$ cat src/rtl/aw_wdata_arb_2to1_pkg.sv
// Shared definitions for the two-master AXI write address/data arbiter:
// FSM encoding, owner encoding, AXI field widths and the beat-counter helper.
package aw_wdata_arb_2to1_pkg;

    localparam int ADDR_W  = 32;
    localparam int ID_W    = 4;
    localparam int BURST_W = 2;
    localparam int LEN_W   = 4;
    localparam int SIZE_W  = 3;
    localparam int LOCK_W  = 2;
    localparam int CACHE_W = 4;
    localparam int PROT_W  = 3;
    localparam int DATA_W  = 32;
    localparam int STRB_W  = 4;

    typedef enum logic [1:0] {
        IDLE = 2'd0,
        ADDR = 2'd1,
        DATA = 2'd2
    } state_e;

    typedef enum logic {
        OWNER_M1 = 1'b0,
        OWNER_M2 = 1'b1
    } owner_e;

    // Beat counter holds at its maximum instead of wrapping.
    function automatic logic [LEN_W-1:0] beat_inc(input logic [LEN_W-1:0] cnt);
        return (cnt == {LEN_W{1'b1}}) ? cnt : cnt + 1'b1;
    endfunction

endpackage

$ cat src/rtl/aw_wdata_arb_2to1_rr_arb_2.sv
// Two-request round-robin tie-break: a lone request wins outright, a tie goes
// to the master that did not own the previous burst.
module rr_arb_2
    import aw_wdata_arb_2to1_pkg::*;
(
    input  logic [1:0] req_i,
    input  owner_e     last_owner_i,
    output logic [1:0] gnt_o
);

    always_comb begin
        gnt_o = req_i;
        if (req_i == 2'b11) begin
            gnt_o = (last_owner_i == OWNER_M2) ? 2'b01 : 2'b10;
        end
    end

endmodule

$ cat src/rtl/aw_wdata_arb_2to1.sv
// Two-master to one-slave AXI write arbiter: one burst at a time, address then
// data phase, with burst-length checking. Valid, ready and payload are unbuffered.
module aw_wdata_arb_2to1
    import aw_wdata_arb_2to1_pkg::*;
(
    input  logic               aclk,
    input  logic               areset,

    input  logic [ADDR_W-1:0]  awaddr_m1,
    input  logic [ID_W-1:0]    awid_m1,
    input  logic [BURST_W-1:0] awburst_m1,
    input  logic [LEN_W-1:0]   awlen_m1,
    input  logic [SIZE_W-1:0]  awsize_m1,
    input  logic [LOCK_W-1:0]  awlock_m1,
    input  logic [CACHE_W-1:0] awcache_m1,
    input  logic [PROT_W-1:0]  awprot_m1,
    input  logic               awvalid_m1,
    output logic               awready_m1,

    input  logic [ADDR_W-1:0]  awaddr_m2,
    input  logic [ID_W-1:0]    awid_m2,
    input  logic [BURST_W-1:0] awburst_m2,
    input  logic [LEN_W-1:0]   awlen_m2,
    input  logic [SIZE_W-1:0]  awsize_m2,
    input  logic [LOCK_W-1:0]  awlock_m2,
    input  logic [CACHE_W-1:0] awcache_m2,
    input  logic [PROT_W-1:0]  awprot_m2,
    input  logic               awvalid_m2,
    output logic               awready_m2,

    output logic [ADDR_W-1:0]  awaddr_s,
    output logic [ID_W-1:0]    awid_s,
    output logic [BURST_W-1:0] awburst_s,
    output logic [LEN_W-1:0]   awlen_s,
    output logic [SIZE_W-1:0]  awsize_s,
    output logic [LOCK_W-1:0]  awlock_s,
    output logic [CACHE_W-1:0] awcache_s,
    output logic [PROT_W-1:0]  awprot_s,
    output logic               awvalid_s,
    input  logic               awready_s,

    input  logic [ID_W-1:0]    wid_m1,
    input  logic [DATA_W-1:0]  wdata_m1,
    input  logic [STRB_W-1:0]  wstrb_m1,
    input  logic               wlast_m1,
    input  logic               wvalid_m1,
    output logic               wready_m1,

    input  logic [ID_W-1:0]    wid_m2,
    input  logic [DATA_W-1:0]  wdata_m2,
    input  logic [STRB_W-1:0]  wstrb_m2,
    input  logic               wlast_m2,
    input  logic               wvalid_m2,
    output logic               wready_m2,

    output logic [ID_W-1:0]    wid_s,
    output logic [DATA_W-1:0]  wdata_s,
    output logic [STRB_W-1:0]  wstrb_s,
    output logic               wlast_s,
    output logic               wvalid_s,
    input  logic               wready_s,

    output logic [1:0]         grant,
    output logic               len_err
);

    state_e            state_q, state_d;
    logic [1:0]        grant_q, grant_d;
    owner_e            last_owner_q, last_owner_d;
    logic [LEN_W-1:0]  beat_cnt_q, beat_cnt_d;
    logic [LEN_W-1:0]  len_q, len_d;

    logic [1:0]        arb_gnt;
    logic              owner_m2;
    logic              sel_awvalid;
    logic              sel_wvalid;
    logic              aw_hs;
    logic              w_hs;
    logic [1:0]        awready_m;
    logic [1:0]        wready_m;

    rr_arb_2 u_rr_arb_2 (
        .req_i        ({awvalid_m2, awvalid_m1}),
        .last_owner_i (last_owner_q),
        .gnt_o        (arb_gnt)
    );

    // grant_q is zero when idle, so the payload muxes fall back to m1.
    assign owner_m2    = grant_q[1];
    assign sel_awvalid = owner_m2 ? awvalid_m2 : awvalid_m1;
    assign sel_wvalid  = owner_m2 ? wvalid_m2  : wvalid_m1;

    assign awaddr_s  = owner_m2 ? awaddr_m2  : awaddr_m1;
    assign awid_s    = owner_m2 ? awid_m2    : awid_m1;
    assign awburst_s = owner_m2 ? awburst_m2 : awburst_m1;
    assign awlen_s   = owner_m2 ? awlen_m2   : awlen_m1;
    assign awsize_s  = owner_m2 ? awsize_m2  : awsize_m1;
    assign awlock_s  = owner_m2 ? awlock_m2  : awlock_m1;
    assign awcache_s = owner_m2 ? awcache_m2 : awcache_m1;
    assign awprot_s  = owner_m2 ? awprot_m2  : awprot_m1;

    assign wid_s   = owner_m2 ? wid_m2   : wid_m1;
    assign wdata_s = owner_m2 ? wdata_m2 : wdata_m1;
    assign wstrb_s = owner_m2 ? wstrb_m2 : wstrb_m1;
    assign wlast_s = owner_m2 ? wlast_m2 : wlast_m1;

    assign awvalid_s = (state_q == ADDR) && sel_awvalid;
    assign wvalid_s  = (state_q == DATA) && sel_wvalid;
    assign aw_hs     = awvalid_s && awready_s;
    assign w_hs      = wvalid_s && wready_s;

    // Length check compares the pre-increment beat index against awlen.
    assign len_err = w_hs && (wlast_s ^ (beat_cnt_q == len_q));

    for (genvar gi = 0; gi < 2; gi++) begin : g_ready
        assign awready_m[gi] = (state_q == ADDR) && grant_q[gi] && awready_s;
        assign wready_m[gi]  = (state_q == DATA) && grant_q[gi] && wready_s;
    end

    assign awready_m1 = awready_m[0];
    assign awready_m2 = awready_m[1];
    assign wready_m1  = wready_m[0];
    assign wready_m2  = wready_m[1];
    assign grant      = grant_q;

    always_comb begin
        state_d      = state_q;
        grant_d      = grant_q;
        last_owner_d = last_owner_q;
        beat_cnt_d   = beat_cnt_q;
        len_d        = len_q;

        case (state_q)
            IDLE: begin
                if (arb_gnt != 2'b00) begin
                    grant_d = arb_gnt;
                    state_d = ADDR;
                end
            end
            ADDR: begin
                // A dropped awvalid here simply parks the FSM with the grant held.
                if (aw_hs) begin
                    len_d      = awlen_s;
                    beat_cnt_d = '0;
                    state_d    = DATA;
                end
            end
            DATA: begin
                if (w_hs) begin
                    beat_cnt_d = beat_inc(beat_cnt_q);
                    if (wlast_s) begin
                        state_d      = IDLE;
                        grant_d      = 2'b00;
                        last_owner_d = owner_m2 ? OWNER_M2 : OWNER_M1;
                    end
                end
            end
            default: begin
                state_d = IDLE;
                grant_d = 2'b00;
            end
        endcase
    end

    always_ff @(posedge aclk or negedge areset) begin
        if (!areset) begin
            state_q      <= IDLE;
            grant_q      <= 2'b00;
            last_owner_q <= OWNER_M2;
            beat_cnt_q   <= '0;
            len_q        <= '0;
        end else begin
            state_q      <= state_d;
            grant_q      <= grant_d;
            last_owner_q <= last_owner_d;
            beat_cnt_q   <= beat_cnt_d;
            len_q        <= len_d;
        end
    end

endmodule
$ cat config.mk
export PLATFORM = sky130hd
export DESIGN_NAME = aw_wdata_arb_2to1
export DESIGN_NICKNAME = d
export VERILOG_FILES = /design/src/rtl/aw_wdata_arb_2to1_pkg.sv /design/src/rtl/aw_wdata_arb_2to1_rr_arb_2.sv /design/src/rtl/aw_wdata_arb_2to1.sv
export SDC_FILE = /design/constraint.sdc
export NUM_CORES = 1
export LEC_CHECK = 0
export ABC_CLOCK_PERIOD_IN_PS = 2200
export CORE_AREA = 5 5 113 115
export DETAILED_ROUTE_END_ITERATION = 7
export DIE_AREA = 0 0 118 120
export HOLD_SLACK_MARGIN = 0.02
export PLACE_DENSITY_LB_ADDON = 0.08
export SYNTH_ARGS = -nofsm -noshare
export SYNTH_HDL_FRONTEND = slang
export SYNTH_HIERARCHICAL = 1
export SYNTH_SLANG_ARGS = --single-unit
$ cat constraint.sdc
create_clock -name aclk -period 2.2 [get_ports aclk]
set_clock_uncertainty 0.05 [all_clocks]
set_input_delay 0.44 -clock aclk [delete_from_list [all_inputs] [get_ports aclk]]
set_output_delay 0.44 -clock aclk [all_outputs]
set_load 0.005 [all_outputs]
; Word-level counts from Yosys, hierarchy flattened
; Index checks and enable logic that the tools add are counted.
[totals]
regBits = 13
input_bits = 198
output_inout_bits = 104
elab_cells = 67
[op_classes]
n_addsub = 1
eq_ne = 10
muxes = 28
bitwise_logic = 2
n_reduce_logical = 21
[op_table]
columns = operator, n
row1 = two-way mux 32 bit, 2
row2 = two-way mux 4 bit, 8
row3 = two-way mux 2 bit, 9
row4 = logical AND 1 bit, 13
row5 = one-hot mux 2 bit (3 select lines), 2
row6 = AND reduction 4 bit, 3
row7 = != test 2 bit (second input constant), 5
row8 = one-hot mux 4 bit (2 select lines), 1
row9 = two-way mux 3 bit, 2
row10 = adder 4 x 1 -> 4 bit (second input constant), 1
row11 = equality test 2 bit (second input constant), 2
row12 = equality test 4 bit, 1
row13 = equality test 4 bit (second input constant), 1
row14 = two-way mux 1 bit, 4
row15 = nonzero test 2 bit, 2
row16 = AND reduction 3 bit, 1
row17 = equality test 2 x 1 -> 1 bit (second input constant), 1
row18 = zero test 2 bit, 1
row19 = AND reduction 2 bit, 1
row20 = NOT 1 bit, 1
row21 = bitwise XOR 1 bit, 1

; Logic depth before layout (Yosys ltp)
; Gate-level depths: netlist of run 1.
[depth]
word_depth = 5
ltp_mapped = 6
depth_no_buf = 4

; Cells and area by module
; The synthesis of run 1 kept the hierarchy.
[modules_own_cells]
columns = mod, n_inst, cells_each, area_each_um2, seq_area_each_um2
row1 = aw_wdata_arb_2to1, 1, 184, 1923.1, 326.6
row2 = rr_arb_2, 1, 3, 18.8, 0.0

; Worst setup path before layout of run 1
; Ideal clock, no wire load.
[synth_timing]
path_kind = reg-to-output
startpoint = register grant_q[1], in the netlist grant[1]
endpoint = output port awburst_s[0]
arrival_time_ps = 1315
t_required_ps = 1710
slack_ps = 395
path_stages_with_launch = 5
n_path_buf = 3
cell_sequence = dfrtp_1 -> buf_4 -> buf_2 -> buf_4 -> mux2_2
[synth_via]
elab_chain_cells = 1
[synth_lines]
columns = element, line
row1 = from (decl), aw_wdata_arb_2to1.sv:68  ; logic [1:0] grant_q, grant_d;
row2 = from (signal assigned), aw_wdata_arb_2to1.sv:174  ; grant_q <= grant_d;
row3 = two-way mux 2 bit, aw_wdata_arb_2to1.sv:95  ; assign awburst_s = owner_m2 ? awburst_m2 : awburst_m1;
row4 = to (decl), aw_wdata_arb_2to1.sv:33  ; output logic [BURST_W-1:0] awburst_s,
; Every way passes these cells.

; Worst setup path after layout of run 1
[layout_timing]
startpoint = register grant_q[1], in the netlist grant[1]
endpoint = output port awaddr_s[28]
[layout_via]
elab_chain_cells = 1
[layout_lines]
columns = element, line
row1 = two-way mux 32 bit, aw_wdata_arb_2to1.sv:93  ; assign awaddr_s = owner_m2 ? awaddr_m2 : awaddr_m1;
row2 = to (decl), aw_wdata_arb_2to1.sv:31  ; output logic [ADDR_W-1:0] awaddr_s,
; Every way passes these cells.

==> metrics.md, run 1 <==
| Metric | Value |
|---|---|
| Die ar. | 14200 um2 |
| Grt total ovfl | 0 |
| CTS tree | done |
| Core area | 11700 um2 |
| EDFF count, synth | 0 |
| Synth top area cells | mux2_2 57%, dfrtp_1 15%, mux2i_1 2.6% |
| Slew @ Worst Pin | 639 ps |
| Max Cap Viol | 0 |
| Vias in the first global route | 2913 |
| Max Clk Rate | 451 MHz |
| Reg-to-Reg Start | grant[1]$_DFFE_PN0P_ |
| Synth Net Count | 386 |
| Hold Buf Count CTS | 0 |
| Max FO, Critical Path | 11 |
| CTS H-tree lvls | 1 |
| Mapped Cells | 187 |
| GPL Wtd Cong | 0.876 |
| Number of I/O port buffers | 301 |
| I/O pins | 302 |
| Worst reg2reg setup slack | 360 ps |
| Critical path class | flip-flop to output port |
| Clk root buf | clkbuf_16 |
| Min Tclk post-route | 2220 ps |
| WHS Path Cells | 1 |
| Final Hold Viols | 0 |
| Worst slew margin | 57.2% |
| Asr flop ratio synth | 100% |
| Total track usage | 17.5% |
| Hold WC Path Type | flip-flop to flip-flop |
| Clock buffer depth | 2 |
| Max-slew violations | 0 |
| Via Count | 2718 |
| Min-delay src | len_q[0]$_DFFE_PN0P_ |
| DP HPWL | 11500 um |
| Vert. Die Dim | 120 um |
| Fin nets | 707 |
| CP required | 1710 ps |
| Final period utilization | 101% |
| Startpoint Class | flip-flop |
| Worst-Skew Late Latency | 240 ps |
| Setup ws final | -17.6 ps |
| Pwr dens | 776 nW/um2 |
| Syn_area_per_cell | 10.4 um2 |
| Slowest CP cell | dfrtp_4 |
| CP max stage delay | 500 ps |
| Synth top area share | 56.8% |
| CTS clk-pin slew, worst paths | 50 ps |
| Effective utilization at floorplan | 16.6% |
| Worst R2R End | beat_cnt_q[1]$_DFFE_PN0P_ |
| Synthesized area | 1940 um2 |
| Number of buffers created by CTS | 3 |
| Layout cell share with drive strength beyond 1 | 28.4% |
| Largest net degree at the start of global routing | 30 |
| Unrepaired setup endpoints after global routing | true |
| # diodes | 0 |
| Yosys top cell by area | mux2_2 |
| Post-Route Utilization | 46.3% |
| Worst Hold End | len_q[0]$_DFFE_PN0P_ |
| DRC viols | 0 |
| Reg2reg path depth | 7 |
| Power consumption | 4.21 mW |
| # setup viols final | 4 |
| Netlist cell types | 39 |
| Via density | 4.16 |
| Most common cell after layout, fill and taps aside | clkdlybuf4s50_1 |
| Routed length per instance | 20.5 um |
| Initial antenna violation count | 0 |
| Leakage power total | 2.36 nW |
| Synth-to-layout area growth | 179% |
| Sequential share of the synthesized area | 16.8% |
| Worst-path cell chain | buf_4 -> buf_12 -> buf_16 -> mux2_2 -> dlygate4sd2_1 |
| Post-Route WL | 13400 um |
| WP data arrival | 1730 ps |
| Flops & latches, synth | 13 |
| Ys Warns | 6 |
| Chip Width | 118 um |
| Worst setup EP type | output port |
| Status | finished with violations |
| IR drop worst, VDD | 0.640 mV |
| Rows | 40 |
| Commonest cells after routing, fill and taps aside | 203 x clkdlybuf4s50_1, 98 x mux2_2, 70 x dlygate4sd2_1, 22 x buf_4, 14 x dlymetal6s2s_1 |
| Synth Flop Type | dfrtp_1 |
| First-pass DRT Iterations | 4 |
| CTS Sinks | 13 |
| First-pass GRT wire length | 19300 um |
| Failing checks | setup timing |
| Routed Antenna Nets | 0 |
| DRT iter0 DRCs | 101 |
==> cells by family after synthesis <==
| logic type | count (synthesis) | synth area share, % |
|---|---|---|
| compound gates | 17 | 6.32 |
| mux | 103 | 59.4 |
| flops | 13 | 16.8 |
| fa+ha+maj | 1 | 0.644 |
| buf+inv | 17 | 5.22 |
| xor+xnor | 5 | 2.26 |
| simple gates | 31 | 9.34 |
==> registers in the layout, summed over array words and instances, names as in the netlist <==
name          flops
beat_cnt_q        4
len_q             4
state_q           2
grant             2
last_owner_q      1
==> routing by layer <==
layer	wire [um]	GRT usage (%)	part of all wire, %	up-vias
met5	0	0	0	-
met3	1100	6.03	8.2	11
met2	7020	31.8	52	124
met1	5130	20.2	38	1247
met4	160	2.94	1.2	0
li1	-	-	-	1336
==> cell usage after synthesis (2+ instances only) <==
library cell	number
buf_4	6
a21oi_1	3
nand2_1	7
and2_1	2
nor2b_1	2
and3_1	2
a21o_1	2
buf_2	6
a32oi_1	2
mux2i_1	5
mux2_2	98
nand2b_1	3
inv_1	3
xor2_1	4
dfrtp_1	12
nand3_1	4
nor2_1	4
==> how the worst max path moves through the flow <==
| stage | startpoint | end | slack (ps) | cells past startpoint |
|---|---|---|---|---|
| floorplan | grant[1]$_DFFE_PN0P_ | awburst_s[0] | 400 | 4 |
| global placement | wlast_m1 | len_err | -220 | 6 |
| detailed placement | wlast_m1 | len_err | -230 | 6 |
| CTS | grant[1]$_DFFE_PN0P_ | awlen_s[2] | -110 | 3 |
| global route | grant[1]$_DFFE_PN0P_ | awaddr_s[18] | -50 | 3 |
| finish | grant[1]$_DFFE_PN0P_ | awaddr_s[28] | -20 | 5 |
==> critical path, delay by kind of cell (launching register included) <==
family | cells | cell delay [ps]
muxes | 1 | 260
buffers and inverters | 4 | 710
DFF | 1 | 500
==> power by group <==
| group | total, mW | internal [mW] | switching, mW | leakage (nW) |
|---|---|---|---|---|
| registers | 0.450 | 0.351 | 0.0990 | 0.160 |
| clock network | 0.347 | 0.245 | 0.103 | 0.0382 |
| logic | 3.41 | 2.17 | 1.24 | 2.16 |
| total | 4.21 | 2.77 | 1.44 | 2.36 |
==> final cells by class <==
| cell class | instances | area (um2) |
|---|---|---|
| multi-input combinational | 157 | 1540 |
| clock buffer | 4 | 78.8 |
| inverter | 3 | 11.3 |
| sequential | 13 | 332 |
| fill | 1156 | 6290 |
| timing repair buffer | 330 | 3280 |
| tap | 147 | 184 |
==> per-stage QoR <==
step	setup WS [ps]	area (um2)	cells	TNS (ps)	hold slack (ps)
final	-17.6	5430	654	-44.9	477
after global routing	-53.6	5430	654	-500	503
after CTS	-113	5360	651	-1520	481
after detailed placement	-234	5250	642	-713	471
after global placement	-216	5250	642	-649	472
after floorplan	395	1940	187	0	94.4
==> repair_timing <==
item / in CTS / in global routing
pin swaps: 3 / 1
resized for setup: 98 / 31
gates cloned: 2 / 0
endpoints found under the setup margin: 100 / 22
setup buffers: 3 / 3
(Power assumes the default switching activity.)
==> inputs of run 2 (changes only) <==
--- a/config.mk
+++ b/config.mk
@@ -5,10 +5,11 @@
 export SDC_FILE = /design/constraint.sdc
 export NUM_CORES = 1
 export LEC_CHECK = 0
-export ABC_CLOCK_PERIOD_IN_PS = 2200
-export CORE_AREA = 5 5 113 115
+export ABC_AREA = 0
+export ABC_CLOCK_PERIOD_IN_PS = 2800
+export CORE_AREA = 5 5 115 117
 export DETAILED_ROUTE_END_ITERATION = 7
-export DIE_AREA = 0 0 118 120
+export DIE_AREA = 0 0 120 122
 export HOLD_SLACK_MARGIN = 0.02
 export PLACE_DENSITY_LB_ADDON = 0.08
 export SYNTH_ARGS = -nofsm -noshare
==> constraint.sdc (replaced) <==
create_clock -name aclk -period 2.8 [get_ports aclk]
set_clock_uncertainty 0.05 [all_clocks]
set_input_delay 0.56 -clock aclk [delete_from_list [all_inputs] [get_ports aclk]]
set_output_delay 0.56 -clock aclk [all_outputs]
set_load 0.005 [all_outputs]
==> run 2 against run 1 <==
Via count decreased by 3.3%; clock power shrank 24%; hold slack gained 3.7 ps; critical path type is now input port to output port; the flow now finishes without violations; sequential share of layout area up 0.23 points; final area shrank 4.0%; core utilization decreased by 3.8 points.
==> metrics.md, run 2 (synthesis gave the netlist of run 1 again) <==
| Metric | Value |
|---|---|
| Status | complete, no violations |
| DRT iter0 DRCs | 85 (-16%) |
| Worst slew margin | 57.1% (-0.14 points) |
| First-pass GRT wire length | 17200 um (-11%) |
| Critical path class | input port to output port |
| Clock buffer depth | 2 (unchanged) |
| Slew @ Worst Pin | 642 ps (+2.06 ps) |
| Synth-to-layout area growth | 168% |
| Via Count | 2629 (-3.3%) |
| Hold Buf Count CTS | 0 (unchanged) |
| DP HPWL | 11000 um (-4.1%) |
| Number of buffers created by CTS | 3 (unchanged) |
| Finished Layout Cells | 636 (-2.8%) |
| Grt total ovfl | 0 (unchanged) |
| CTS clk-pin slew, worst paths | 50 ps (about the same) |
| # setup viols final | 0 (-4) |
| Setup ws final | 142 ps (+160 ps) |
| Internal power | 2.16 mW (-22%) |
| Hold_ws | 480 ps (+3.75 ps) |
| Most common cell after layout, fill and taps aside | clkdlybuf4s50_1 |
| Effective utilization at floorplan | 15.8% (-0.74 points) |
| Rows | 41 (+2.5%) |
| Commonest cells after routing, fill and taps aside | 301 x clkdlybuf4s50_1, 98 x mux2_2, 11 x dfrtp_1, 7 x nand2_1, 7 x buf_4 |
| Layout cell share with drive strength beyond 1 | 23.7% (-4.7 points) |
| Vias in the first global route | 2699 (-7.3%) |
| Largest net degree at the start of global routing | 38 (+27%) |
| Unrepaired setup endpoints after global routing | false |
| First-pass DRT Iterations | 7 (+3) |
| Fin nets | 686 (-3.0%) |
| Via density | 4.13 (-0.54%) |
| Core area | 12300 um2 (+4.7%) |
| CTS Sinks | 13 (unchanged) |
| CP required | 2190 ps (+480 ps) |
| Chip Width | 120 um (+1.7%) |
| I/O pins | 302 (unchanged) |
| GPL Wtd Cong | 0.813 (-7.2%) |
| Switching Fraction | 32.4% (-1.9 points) |
| Pre-CTS WS | 106 ps (+340 ps) |
| Min Tclk post-route | 2660 ps |
| Clk root buf | clkbuf_16 |
| Vert. Die Dim | 122 um (+1.7%) |
| CTS tree | done |
| Initial antenna violation count | 0 (unchanged) |
| Sw power | 1.04 mW (-28%) |
| Final period utilization | 94.9% |
| Setup TNS | 0 ps (+44.9 ps) |
| Max Cap Viol | 0 (unchanged) |
| Max Clk Rate | 376 MHz |
| Pwr dens | 614 nW/um2 (-21%) |
| DRC viols | 0 (unchanged) |
| IR drop worst, VDD | 0.384 mV (-40%) |
| Sequential power share | 12.8% (+2.1 points) |
| Combinational share of power | 79.0% (-2.1 points) |
| CTS H-tree lvls | 1 (unchanged) |
| Max-slew violations | 0 (unchanged) |
| Power consumption | 3.20 mW (-24%) |
| Leakage power total | 1.98 nW (-16%) |
| # diodes | 0 (unchanged) |
| Dpl cells | 632 (-1.6%) |
| Worst-Skew Late Latency | 240 ps (about the same) |
| Post-Route WL | 12500 um (-6.4%) |
| Hold WC Path Type | flip-flop to flip-flop |
| Die ar. | 14600 um2 (+3.4%) |
| WP data arrival | 2050 ps (+320 ps) |
| Final Hold Viols | 0 (unchanged) |
| Number of I/O port buffers | 301 (unchanged) |
| Total track usage | 15.3% (-2.3 points) |
| Routed length per instance | 19.7 um (-3.8%) |
| Max FO, Critical Path | 2 (-9) |
| Routed Antenna Nets | 0 (unchanged) |
| Worst setup EP type | output port |
| Startpoint Class | input port |
| Clock Power Share | 8.3% (about the same) |
| Largest regs | beat_cnt_q: 4 flops, len_q: 4 flops |
## run 2: changes by cell type in the layout (fill, tap and decap cells not counted), moves of 3 or more
cell	previous run	this run
dlymetal6s2s_1	14	0
buf_4	22	7
clkdlybuf4s50_1	203	301
buf_16	3	0
buf_12	4	1
dlygate4sd2_1	70	0
clkdlybuf4s15_1	11	0
## run 2: path summary, 6_finish.rpt
kind	slack, ps	end	cells past startpoint	start
max	140	len_err	6	wlast_m1
max in group asynchronous	1550	grant[1]$_DFFE_PN0P_	1	areset
max reg2reg	1080	len_q[1]$_DFFE_PN0P_	3	grant[1]$_DFFE_PN0P_
min reg2reg	480	len_q[1]$_DFFE_PN0P_	1	len_q[1]$_DFFE_PN0P_
min in group asynchronous	670	beat_cnt_q[0]$_DFFE_PN0P_	1	areset
min	480	len_q[1]$_DFFE_PN0P_	1	len_q[1]$_DFFE_PN0P_
## run 2: final cells by class
type                            instances  area [um2]
Clock buffer                            4        78.8
Fill cell                            1227        7050
Inverter                                3        11.3
Multi-Input combinational cell        157        1520
Sequential cell                        13         330
Tap cell                              150         188
Timing Repair Buffer                  309        3090
## run 2: worst max-delay path, cell delays in order
cell,delay (ps)
clkdlybuf4s50_1,410
nor2b_2,170
a21o_1,180
xnor2_1,120
nor2_1,100
clkdlybuf4s50_1,510
## run 2: timing repair
item	4_1_cts	5_1_grt
setup endpoints to repair	0	1
gates resized for setup	0	1
buffers inserted	0	0
## run 2: metrics by stage
step | util [%] | area, um2
6_report | 42.5 | 5210
5_1_grt | 42.5 | 5210
4_1_cts | 42.5 | 5210
3_5_place_dp | 41.8 | 5130
3_3_place_gp | 41.8 | 5130
2_1_floorplan | - | 1940
## run 2: power by group through the flow
stage	Combinational [mW]	Sequential (mW)	Clock [mW]
floorplan	1.22	0.330	0
global placement	2.56	0.408	0
detailed placement	2.56	0.410	0
CTS	2.57	0.407	0.270
global route	2.70	0.426	0.280
finish	2.53	0.408	0.265
## run 2: routing by layer
layer | track usage, % | up-vias | part of all wire [%]
met5 | 0 | - | 0
met4 | 2.29 | 0 | 0.95
met3 | 4.74 | 8 | 9.1
met2 | 28.6 | 122 | 53
met1 | 17.3 | 1206 | 37
li1 | - | 1293 | -
